### src/rtl/fetch_queue.sv
// Instruction prefetch FIFO between fetch and decode.
// Holds {inst, pc+4} pairs; a decode redirect drops every queued entry.
module fetch_queue #(
    parameter int DEPTH = 4,
    parameter int W     = 32
) (
    input  logic                       clk,
    input  logic                       reset,
    input  logic                       push_valid,
    output logic                       push_ready,
    input  logic [W-1:0]               inst_F,
    input  logic [W-1:0]               pc_plus4_F,
    input  logic                       pop,
    input  logic                       flush,
    output logic [W-1:0]               inst_D,
    output logic [W-1:0]               pc_plus4_D,
    output logic                       valid_D,
    output logic [$clog2(DEPTH):0]     count,
    output logic                       full,
    output logic                       empty,
    output logic                       overflow
);

    localparam int AW = $clog2(DEPTH);
    localparam int PW = AW + 1;

    logic [2*W-1:0] mem_q [DEPTH];
    logic [PW-1:0]  wptr_q, wptr_d;
    logic [PW-1:0]  rptr_q, rptr_d;
    logic           ovf_q, ovf_d;
    logic           push_acc;
    logic           pop_acc;
    logic [2*W-1:0] head;

    // Pointer MSB separates the full case from the empty case.
    assign full  = (wptr_q[AW-1:0] == rptr_q[AW-1:0]) &&
                   (wptr_q[AW] != rptr_q[AW]);
    assign empty = (wptr_q == rptr_q);
    assign count = wptr_q - rptr_q;

    assign push_ready = !full;
    assign overflow   = ovf_q;

    assign push_acc = push_valid && !full && !flush;
    assign pop_acc  = pop && !empty && !flush;

    assign head       = mem_q[rptr_q[AW-1:0]];
    assign valid_D    = !empty;
    assign inst_D     = empty ? '0 : head[2*W-1:W];
    assign pc_plus4_D = empty ? '0 : head[W-1:0];

    always_comb begin
        wptr_d = wptr_q;
        rptr_d = rptr_q;
        ovf_d  = ovf_q;
        if (flush) begin
            rptr_d = wptr_q;
        end else begin
            if (push_acc)
                wptr_d = wptr_q + PW'(1);
            if (pop_acc)
                rptr_d = rptr_q + PW'(1);
            if (push_valid && full)
                ovf_d = 1'b1;
        end
    end

    always_ff @(posedge clk) begin
        if (reset) begin
            wptr_q <= '0;
            rptr_q <= '0;
            ovf_q  <= 1'b0;
        end else begin
            wptr_q <= wptr_d;
            rptr_q <= rptr_d;
            ovf_q  <= ovf_d;
        end
    end

    // Storage is left uninitialised; the pointers alone define validity.
    always_ff @(posedge clk) begin
        if (!reset && push_acc)
            mem_q[wptr_q[AW-1:0]] <= {inst_F, pc_plus4_F};
    end

endmodule

### config.mk
export PLATFORM = sky130hd
export DESIGN_NAME = fetch_queue
export DESIGN_NICKNAME = d
export VERILOG_FILES = /design/src/rtl/fetch_queue.sv
export SDC_FILE = /design/constraint.sdc
export NUM_CORES = 1
export LEC_CHECK = 0
export CAP_MARGIN = 20
export CORE_ASPECT_RATIO = 0.5
export CORE_MARGIN = 5
export CORE_UTILIZATION = 38
export CTS_CLUSTER_SIZE = 8
export DETAILED_ROUTE_END_ITERATION = 8
export GPL_TIMING_DRIVEN = 1
export PLACE_DENSITY = 0.61
export REMOVE_ABC_BUFFERS = 1
export SLEW_MARGIN = 20
export SYNTH_ARGS = -nofsm -noshare
export SYNTH_HDL_FRONTEND = slang
export SYNTH_SLANG_ARGS = --single-unit
export TNS_END_PERCENT = 50
### constraint.sdc
create_clock -name clk -period 3.4 [get_ports clk]
set_input_delay 0.51 -clock clk [delete_from_list [all_inputs] [get_ports clk]]
set_output_delay 0.51 -clock clk [all_outputs]
set_load 0.01 [all_outputs]
; ---- Yosys cells after proc, flatten, opt, wreduce, memory -nomap -nowiden
; Memories as Yosys holds them, arrays and structs flattened. A register that Yosys moved wholly into a read port is not among the register bits.
; Index checks and enable logic that the tools add are counted.
[classes]
addsub = 3
n_eq_ne = 3
mux = 8
bitwise_logic = 1
reduce_logical = 14
[ops]
columns = operator, count
row1 = 2-to-1 mux 32 bit, 2
row2 = logical AND 1 bit, 7
row3 = "adder 3 x 1 -> 3 bit, second input constant", 2
row4 = 2-to-1 mux 3 bit, 2
row5 = logical NOT 1 bit, 4
row6 = 2-to-1 mux 2 bit, 2
row7 = AND reduction 2 bit, 2
row8 = == test 3 bit, 1
row9 = subtractor 3 bit, 1
row10 = == test 2 bit, 1
row11 = 2-to-1 mux 1 bit, 2
row12 = nonzero test 2 bit, 1
row13 = != test 1 bit, 1
row14 = NOT 1 bit, 1
[word_totals]
reg_bits = 7
mem_bits_rw = 256
in_bits = 69
out_inout_bits = 72
memories = 1
[mem_list]
columns = memory, depth, word_bits, read_ports, rd_ports_with_merged_regs, wr, line
row1 = mem_q, 4, 64, 1, 1, 1, 27  ; logic [2*W-1:0] mem_q [DEPTH];

; ---- Depth between registers and ports, before layout
; Gate-level depths: netlist of run 1.
[logic_depth]
depth_word = 8
mapped_depth = 8

; ---- Worst setup path before layout of run 1
; Ideal clock, no wire load.
[synth_path]
path_kind = flip-flop to flip-flop
from = register wptr_q[0]
to = memory mem_q[0][0] (netlist name) (enable)
arrival_ns = 2.938
slack_ns = 0.033
path_stages_with_launch = 7
n_path_buf = 1
period_less_slack_ns = 3.367
cell_sequence = dfxtp_1 > inv_1 > ha_1 > and2_0 > clkbuf_1 > a21boi_2 > and3_1
[synth_between]
elab_chain_len = 8
[synth_lines]
columns = item, line
row1 = start: declaration, 28  ; logic [PW-1:0] wptr_q, wptr_d;
row2 = start signal: assignment, 74  ; wptr_q <= wptr_d;
row3 = == test 2 bit, 36  ; assign full = (wptr_q[AW-1:0] == rptr_q[AW-1:0]) &&
row4 = logical AND 1 bit, 36
row5 = logical NOT 1 bit, 44  ; assign push_acc = push_valid && !full && !flush;
row6 = logical AND 1 bit (2 in series), 44
row7 = logical AND 1 bit, 82  ; if (!reset && push_acc)
row8 = 2-to-1 mux 1 bit, 82
row9 = 2-to-1 mux 1 bit (implied by the code), 83  ; mem_q[wptr_q[AW-1:0]] <= {inst_F, pc_plus4_F};
row10 = end: declaration, 27
; Several ways; a longest one is shown, not always the timed one.

; ---- Worst setup path in the final report of run 1
[layout_path]
from = register wptr_q[0]
to = output pc_plus4_D[23]
[layout_between]
elab_chain_len = 2
[layout_lines]
columns = item, line
row1 = == test 3 bit, 38  ; assign empty = (wptr_q == rptr_q);
row2 = 2-to-1 mux 32 bit, 50  ; assign pc_plus4_D = empty ? '0 : head[W-1:0];
row3 = end: declaration, 16  ; output logic [W-1:0] pc_plus4_D,
; Every way passes these cells.

==> results_dict.tcl, run 1 <==
set metrics [dict create \
    status "completed" \
    nNetsFinal 730 \
    initial_utilization_pct 38.8 \
    vdd_ir_drop_max_mv 0.259 \
    drt-wirelength-per-cell_microns 20.4 \
    setup_ws_ps 163 \
    max_slew.worst_pin.slew_ps 457 \
    required_ps 2890 \
    synth_top_area_cell "edfxtp_1" \
    dp_slack_ps 546 \
    path_common_cell "and2_1" \
    leakagePower_nw 4.32 \
    powerDensity_mw_per_mm2 608 \
    end_kind "primary output" \
    row_count 42 \
    dp_hpwl_microns 12800 \
    crit_path_start_kind "flip-flop" \
    synth_edf_count 256 \
    clk-insertion-delay-late_ps 490 \
    slew_headroom_pct 69.5 \
    fin_area_sq_mm 0.0134 \
    power_mw 8.16 \
    cts_setup_buffers 0 \
    die_x_microns 243 \
    ys_types 34 \
    reg2reg_depth 6 \
    wl_microns 20800 \
    cts_buffers 39 \
    gp_congestion 0.706 \
    cts_root_buf "clkbuf_16" \
    criticalPathCategory "reg -> out" \
    hold_buffers 0 \
    antenna_found_initial 0 \
    finalCritPeriodShare_pct 95.2 \
    synth_top_area_share_pct 74.6 \
    async_flop_share_pct 0 \
    cts_resized 0 \
    htree_levels 2 \
    synth-seq-cells 265 \
    crit_arrival_ps 2730 \
    hp-class "reg -> reg" \
    yosysWarnings 0 \
    synth_top_cells_by_count "256 x edfxtp_1, 64 x and2_1, 64 x mux4_2" \
    syn2layout_area_growth_pct 30.2 \
    grt_first_pass_wirelength_microns 31800 \
    tns_ps 0 \
    cts_num_sinks 265 \
    fin_util_pct 50.5 \
    synth_ff_type "edfxtp_1" \
    finClkSkew_ps 11.0 \
    crit_path_end "pc_plus4_D[23]" \
    placed_cells 963 \
    synth.most_common_cell "edfxtp_1" \
    fillerInstances 2157 \
    timing_hold_violations_final 0 \
    max_freq_mhz 309 \
    drive_gt1_share_pct 20.8 \
    ys_seq_area_share_pct 76.3 \
    pin_count 141 \
    multiInputGateArea_sq_mm 0.00227 \
    fin_crit_ps 3240 \
    whs_ps 514 \
    slew_viol_final 0 \
    postPlaceCellArea_sq_mm 0.0123 \
    stdcell_count 1019 \
    gr-total-overflow 0 \
    synth_area_sq_mm 0.0103 \
    worst-path-buf-inv 3 \
    route.detailed.drc 0 \
    seq_area_sq_mm 0.00788 \
    reg2reg_setup_slack_ps 840 \
    dr.pass1.iters 4 \
    syn_inst 475 \
    cp_cell_sequence "inv_1, ha_1, and2_1, nand2_4, buf_12, and2_1, clkdlybuf4s50_1" \
    path_clk_slew_ps 50 \
    num_vias 5007 \
    drt_iter0_drc 282 \
    grt_max_degree 67 \
    rr_endpoint "mem_q[2][38]" \
    startpoint "wptr_q[0]" \
    cpPeakStageDelay_ps 540 \
    viasPerCell 4.91 \
    min_from "overflow" \
    cpMaxStageDelayCell "clkdlybuf4s50_1" \
    synthTopCellsByArea "edfxtp_1 75%, mux4_2 14%, and2_1 3.9%" \
    grt_pass1_vias 5491 \
    core_region_area_sq_mm 0.0266 \
    maxCapViolations 0 \
    gr-usage-all-layers_pct 13.2 \
    ant_nets 0 \
    cp_max_fo 33 \
    setup_viol 0 \
    die_h_microns 126 \
    dieArea_sq_mm 0.0307 \
    cp_num_cells 7 \
    io_buffers 140 \
    cts_tree "yes" \
    r2r_start "wptr_q[0]" \
    cts_buffer_depth 3 \
    avgSynthCellArea_sq_um 21.7 \
    antennaDiodeCount 0 \
    cp_top_family "buffers and inverters" \
    rsz0062_at_grt "false" \
]
-- logic make-up after synthesis --
group	share of synthesized area, %
compound gates	1.06
simple gates	5.03
mux	14.3
flops	76.3
xor+xnor	0.413
fa+ha+maj	1.04
buf+inv	1.83
-- cells in the final DEF (no fill, tap or decap), types with 3 or more instances in the layout --
cell | netlist | layout
edfxtp_1 | 256 | 256
and2_1 | 64 | 65
clkbuf_16 | 0 | 42
mux4_2 | 64 | 64
buf_4 | 2 | 9
ha_1 | 7 | 7
clkbuf_1 | 6 | 13
nor2_1 | 6 | 6
dfxtp_1 | 9 | 7
and3_4 | 0 | 4
buf_12 | 0 | 11
a31oi_1 | 4 | 4
clkdlybuf4s50_1 | 0 | 140
nand2_1 | 3 | 3
inv_1 | 8 | 8
-- layout make-up --
cell class,count,area share (%)
well taps,352,3.28
multi-input cells,177,16.9
clock buffers,54,8.01
inverters,9,0.252
repair buffers,161,12.8
flip-flops and latches,265,58.7
clock inverters,1,0.0653
-- worst min-delay path by stage --
| stage | endpoint | slack, ps | depth (start not counted) |
|---|---|---|---|
| after floorplan | overflow | 500 | 2 |
| after global placement | overflow | 480 | 2 |
| after detailed placement | overflow | 470 | 2 |
| after CTS | overflow | 500 | 2 |
| after global routing | overflow | 510 | 2 |
| final | overflow | 510 | 2 |
-- power breakdown --
group          switching (mW)  internal, mW  total [mW]
Clock                    1.24          2.16        3.39
Sequential             0.0369          3.64        3.67
Combinational           0.466         0.624        1.09
Total                    1.74          6.42        8.16
-- metal layers --
layer | GRT usage [%] | up-vias | routed length, microns
met3 | 2.65 | 18 | 643
met2 | 23.7 | 74 | 10900
met4 | 2.77 | 0 | 189
li1 | - | 2288 | -
met5 | 0 | - | 0
met1 | 16.9 | 2627 | 9060
-- state kept, by name, indices dropped and copies added (netlist names), named ones only --
signal	count
mem_q	256
rptr_q	3
wptr_q	3
overflow	1
-- worst register-to-register path: cells and delay by family, from the launching register on --
kind / cells / cell delay (ps)
AOI/OAI and AO/OA: 1 / 340
adders and majority gates: 1 / 340
buffers and inverters: 2 / 360
DFF: 1 / 390
and+or+nand+nor: 2 / 830
No activity file was read; power rests on OpenSTA's default activity.
==> run 2: changes to the inputs <==
--- a/config.mk
+++ b/config.mk
@@ -12,7 +12,6 @@
 export CTS_CLUSTER_SIZE = 8
 export DETAILED_ROUTE_END_ITERATION = 8
 export GPL_TIMING_DRIVEN = 1
-export PLACE_DENSITY = 0.61
 export REMOVE_ABC_BUFFERS = 1
 export SLEW_MARGIN = 20
 export SYNTH_ARGS = -nofsm -noshare
==> results_dict.tcl, run 2 (same netlist as run 1, synthesis figures left out) <==
set metrics [dict create \
    gr-usage-all-layers_pct 13.9 \
    postPlaceCellArea_sq_mm 0.0123 \
    grt_pass1_vias 5513 \
    crit_arrival_ps 2760 \
    cts_num_sinks 265 \
    powerDensity_mw_per_mm2 613 \
    fin_area_sq_mm 0.0134 \
    rsz0062_at_grt "false" \
    max_freq_mhz 306 \
    p_clk_share_pct 41.4 \
    route.detailed.drc 0 \
    crit_path_start_kind "flip-flop" \
    holdPathStages 2 \
    cts_root_buf "clkbuf_16" \
    criticalPathCategory "reg -> out" \
    intPower_mw 6.44 \
    core_region_area_sq_mm 0.0266 \
    finalCritPeriodShare_pct 96.1 \
    tns_ps 0 \
    finClkSkew_ps 14.0 \
    dieArea_sq_mm 0.0307 \
    viasPerCell 4.95 \
    cts_buffer_depth 3 \
    r2r_start "wptr_q[0]" \
    max_slew.worst_pin.slew_ps 464 \
    cts_tree "yes" \
    io_buffers 140 \
    fillerInstances 2142 \
    end_kind "primary output" \
    gr-total-overflow 0 \
    drt_iter0_drc 262 \
    stdcell_count 1018 \
    whs_ps 490 \
    slew_viol_final 0 \
    dr.pass1.iters 4 \
    fin_crit_ps 3270 \
    die_x_microns 243 \
    switching_share_pct 21.8 \
    path_clk_slew_ps 50 \
    pin_count 141 \
    largest_reg_flops 256 \
    cpPeakStageDelay_ps 570 \
    pwr-share-seq_pct 44.6 \
    grt_first_pass_wirelength_microns 32900 \
    layout_commonest_cell "edfxtp_1" \
    final_cell_mix "256 x edfxtp_1, 140 x clkdlybuf4s50_1, 64 x mux4_2, 64 x and2_1, 42 x clkbuf_16" \
    reg2reg_depth 6 \
    status "completed" \
    cp_max_fo 17 \
    cpMaxStageDelayCell "clkdlybuf4s50_1" \
    drt-wirelength-per-cell_microns 21.5 \
    antenna_found_initial 0 \
    dp_hpwl_microns 13000 \
    switching_power_mw 1.80 \
    grt_max_degree 34 \
    required_ps 2890 \
    startpoint "wptr_q[0]" \
    cts_buffers 39 \
    htree_levels 2 \
    placed_cells 961 \
    row_count 42 \
    vdd_ir_drop_max_mv 0.268 \
    timing_hold_violations_final 0 \
    gp_congestion 0.746 \
    setup_viol 0 \
    power_mw 8.24 \
    pwr-share-comb_pct 13.9 \
    drive_gt1_share_pct 20.9 \
    min_from "overflow" \
    nNetsFinal 729 \
    die_h_microns 126 \
    syn2layout_area_growth_pct 30.4 \
    ant_nets 0 \
    antennaDiodeCount 0 \
    cp_cell_sequence "inv_1, ha_1, and2_2, nand2_4, buf_12, and2_1, clkdlybuf4s50_1" \
    hp-class "reg -> reg" \
    maxCapViolations 0 \
    slew_headroom_pct 69.0 \
    initial_utilization_pct 38.8 \
    wl_microns 21900 \
    leakagePower_nw 4.32 \
    clk-insertion-delay-late_ps 500 \
    num_vias 5039 \
]
-- run 2: final timing paths --
path / endpoint / slack, ps
max: pc_plus4_D[11] / 130
min reg2reg: overflow / 490
max reg2reg: mem_q[0][30] / 870
min: overflow / 490
-- run 2: worst max-delay path, delay by kind of cell (launching register included) --
| kind | cells | cell delay, ps |
|---|---|---|
| AND/OR/NAND/NOR | 3 | 660 |
| adder cells (fa/ha/maj) | 1 | 330 |
| flip-flops | 1 | 390 |
| buffers and inverters | 3 | 880 |
-- run 2: area by class of cell --
type	count	area, sq um	area share, %
flip-flops and latches	265	7880	58.6
multi-input cells	177	2270	16.9
well taps	352	440	3.28
clock inverters	1	8.76	0.0652
inverters	9	33.8	0.251
clock buffers	54	1070	8.00
repair buffers	160	1730	12.9
-- run 2: power by group through the flow --
stage | Clock (mW) | Sequential, mW | Combinational [mW]
6_report | 3.42 | 3.68 | 1.15
2_1_floorplan | 0 | 3.77 | 0.459
3_5_place_dp | 0 | 3.74 | 1.09
4_1_cts | 3.51 | 3.68 | 1.15
5_1_grt | 3.66 | 3.68 | 1.23
3_3_place_gp | 0 | 3.74 | 1.08
-- run 2: per-stage QoR --
| step | utilization (%) | setup slack, ps |
|---|---|---|
| after CTS | 50.4 | -5.11 |
| after global routing | 50.5 | 31.7 |
| after global placement | 46.2 | 536 |
| final | 50.5 | 133 |
| after detailed placement | 46.2 | 505 |
| after floorplan | - | -674 |
-- run 2: metal layers --
layer | part of all wire [%] | track usage, % | vias up
met2 | 51 | 24.0 | 95
li1 | - | - | 2279
met3 | 4.0 | 2.82 | 32
met4 | 1.6 | 3.73 | 0
met1 | 43 | 18.3 | 2633
met5 | 0 | 0 | -
-- run 2: what timing repair did --
| action | CTS | global route |
|---|---|---|
| setup endpoints to repair | 3 | 64 |
| cloned | 1 | 1 |
| buffers inserted | 0 | 0 |
| resized for setup | 1 | 3 |
| hold buffers | 0 | 0 |
==> run 3: changes to the inputs <==
--- a/config.mk
+++ b/config.mk
@@ -8,10 +8,11 @@
 export CAP_MARGIN = 20
 export CORE_ASPECT_RATIO = 0.5
 export CORE_MARGIN = 5
-export CORE_UTILIZATION = 38
+export CORE_UTILIZATION = 49
 export CTS_CLUSTER_SIZE = 8
 export DETAILED_ROUTE_END_ITERATION = 8
 export GPL_TIMING_DRIVEN = 1
+export PLACE_DENSITY = 0.75
 export REMOVE_ABC_BUFFERS = 1
 export SLEW_MARGIN = 20
 export SYNTH_ARGS = -nofsm -noshare
==> results_dict.tcl, run 3 (same netlist as run 1, synthesis figures left out) <==
set metrics [dict create \
    status "completed" \
    maxCapViolations 0 \
    cp_max_fo 38 \
    drt-wirelength-per-cell_microns 21.7 \
    core_region_area_sq_mm 0.0206 \
    gr-total-overflow 0 \
    initial_utilization_pct 50.0 \
    die_x_microns 215 \
    setup_viol 0 \
    whs_ps 486 \
    wl_microns 20200 \
    slew_headroom_pct 73.6 \
    hold_buffers 0 \
    leakagePower_nw 4.30 \
    dieArea_sq_mm 0.0242 \
    slew_viol_final 0 \
    cts_setup_buffers 0 \
    criticalPathCategory "reg -> out" \
    final_cell_mix "256 x edfxtp_1, 140 x clkdlybuf4s50_1, 65 x and2_1" \
    cts_tree "yes" \
    gp_congestion 0.713 \
    gr-usage-all-layers_pct 17.1 \
    end_kind "primary output" \
    fin_util_pct 64.4 \
    drt_iter0_drc 264 \
    cts_buffers 39 \
    hp-class "reg -> reg" \
    cts_num_sinks 265 \
    nNetsFinal 729 \
    num_vias 5054 \
    io_buffers 140 \
    grt_max_degree 65 \
    cts_buffer_depth 3 \
    antennaDiodeCount 0 \
    max_freq_mhz 309 \
    dp_hpwl_microns 12500 \
    cts_resized 0 \
    path_clk_slew_ps 50 \
    grt_pass1_vias 5695 \
    finClkSkew_ps 8.29 \
    rsz0062_at_grt "true" \
    syn2layout_area_growth_pct 28.8 \
    grt_first_pass_wirelength_microns 32500 \
    clk-insertion-delay-late_ps 480 \
    viasPerCell 5.41 \
    powerDensity_mw_per_mm2 610 \
    die_h_microns 113 \
    route.detailed.drc 0 \
    row_count 37 \
    layout_commonest_cell "edfxtp_1" \
    crit_arrival_ps 2720 \
    finalCritPeriodShare_pct 95.1 \
    required_ps 2890 \
    cts_root_buf "clkbuf_16" \
    fin_area_sq_mm 0.0133 \
    pin_count 141 \
    max_slew.worst_pin.slew_ps 386 \
    antenna_found_initial 0 \
    postPlaceCellArea_sq_mm 0.0122 \
    timing_hold_violations_final 0 \
    ant_nets 0 \
    fin_crit_ps 3230 \
    crit_path_start_kind "flip-flop" \
    dr.pass1.iters 4 \
    drive_gt1_share_pct 20.9 \
    htree_levels 2 \
    vdd_ir_drop_max_mv 0.267 \
    largest_reg_flops 256 \
]
[run 3: changes by cell type in the layout (fill, tap and decap cells not counted)]
cell,before,now
buf_4,7,8
nand2_4,1,0
and2_2,1,0
and2_1,64,65
buf_6,0,2
clkbuf_16,42,41
clkbuf_1,13,8
buf_16,1,0
buf_12,11,10
nand2_2,0,1
[run 3: per-stage QoR]
step	setup TNS [ps]	worst slack, ps	std cells	total power [mW]
2_1_floorplan	-43150	-674	451	4.23
3_5_place_dp	0	520	884	4.81
4_1_cts	0	8.34	934	8.18
3_3_place_gp	0	552	884	4.79
6_report	0	166	934	8.09
5_1_grt	-0.0255	-0.0255	934	8.42
[run 3: area by class of cell]
cell class / instances / area, sq um
inverters: 9 / 33.8
fillers: 1389 / 7330
clock inverters: 1 / 8.76
clock buffers: 49 / 1060
well taps: 273 / 342
repair buffers: 160 / 1680
flip-flops and latches: 265 / 7880
multi-input cells: 177 / 2270
[run 3: final timing paths]
kind | cells after the start | start | to | slack [ps]
worst min register to register | 2 | overflow | overflow | 490
worst max-delay path | 7 | wptr_q[0] | inst_D[23] | 170
worst min-delay path | 2 | overflow | overflow | 490
worst max register to register | 6 | wptr_q[0] | mem_q[0][13] | 870
[run 3: per-layer routing]
metal / part of all wire, % / GRT usage, %
met1: 43 / 22.7
met2: 52 / 29.8
met3: 3.9 / 3.72
met4: 1.4 / 3.83
met5: 0 / 0
[run 3: power breakdown]
group          internal, mW  switching, mW  leakage (nW)
clock network          2.13           1.22         0.519
registers              3.64         0.0410          2.39
logic                 0.611          0.445          1.39
total                  6.38           1.70          4.30
[run 3: worst max-delay path, stage by stage, from the launching register on]
cell and delay [ps]:
dfxtp_1 400, inv_1 110, ha_1 330, and2_1 260, nand2_2 130, buf_6 230, and2_1 180, clkdlybuf4s50_1 560
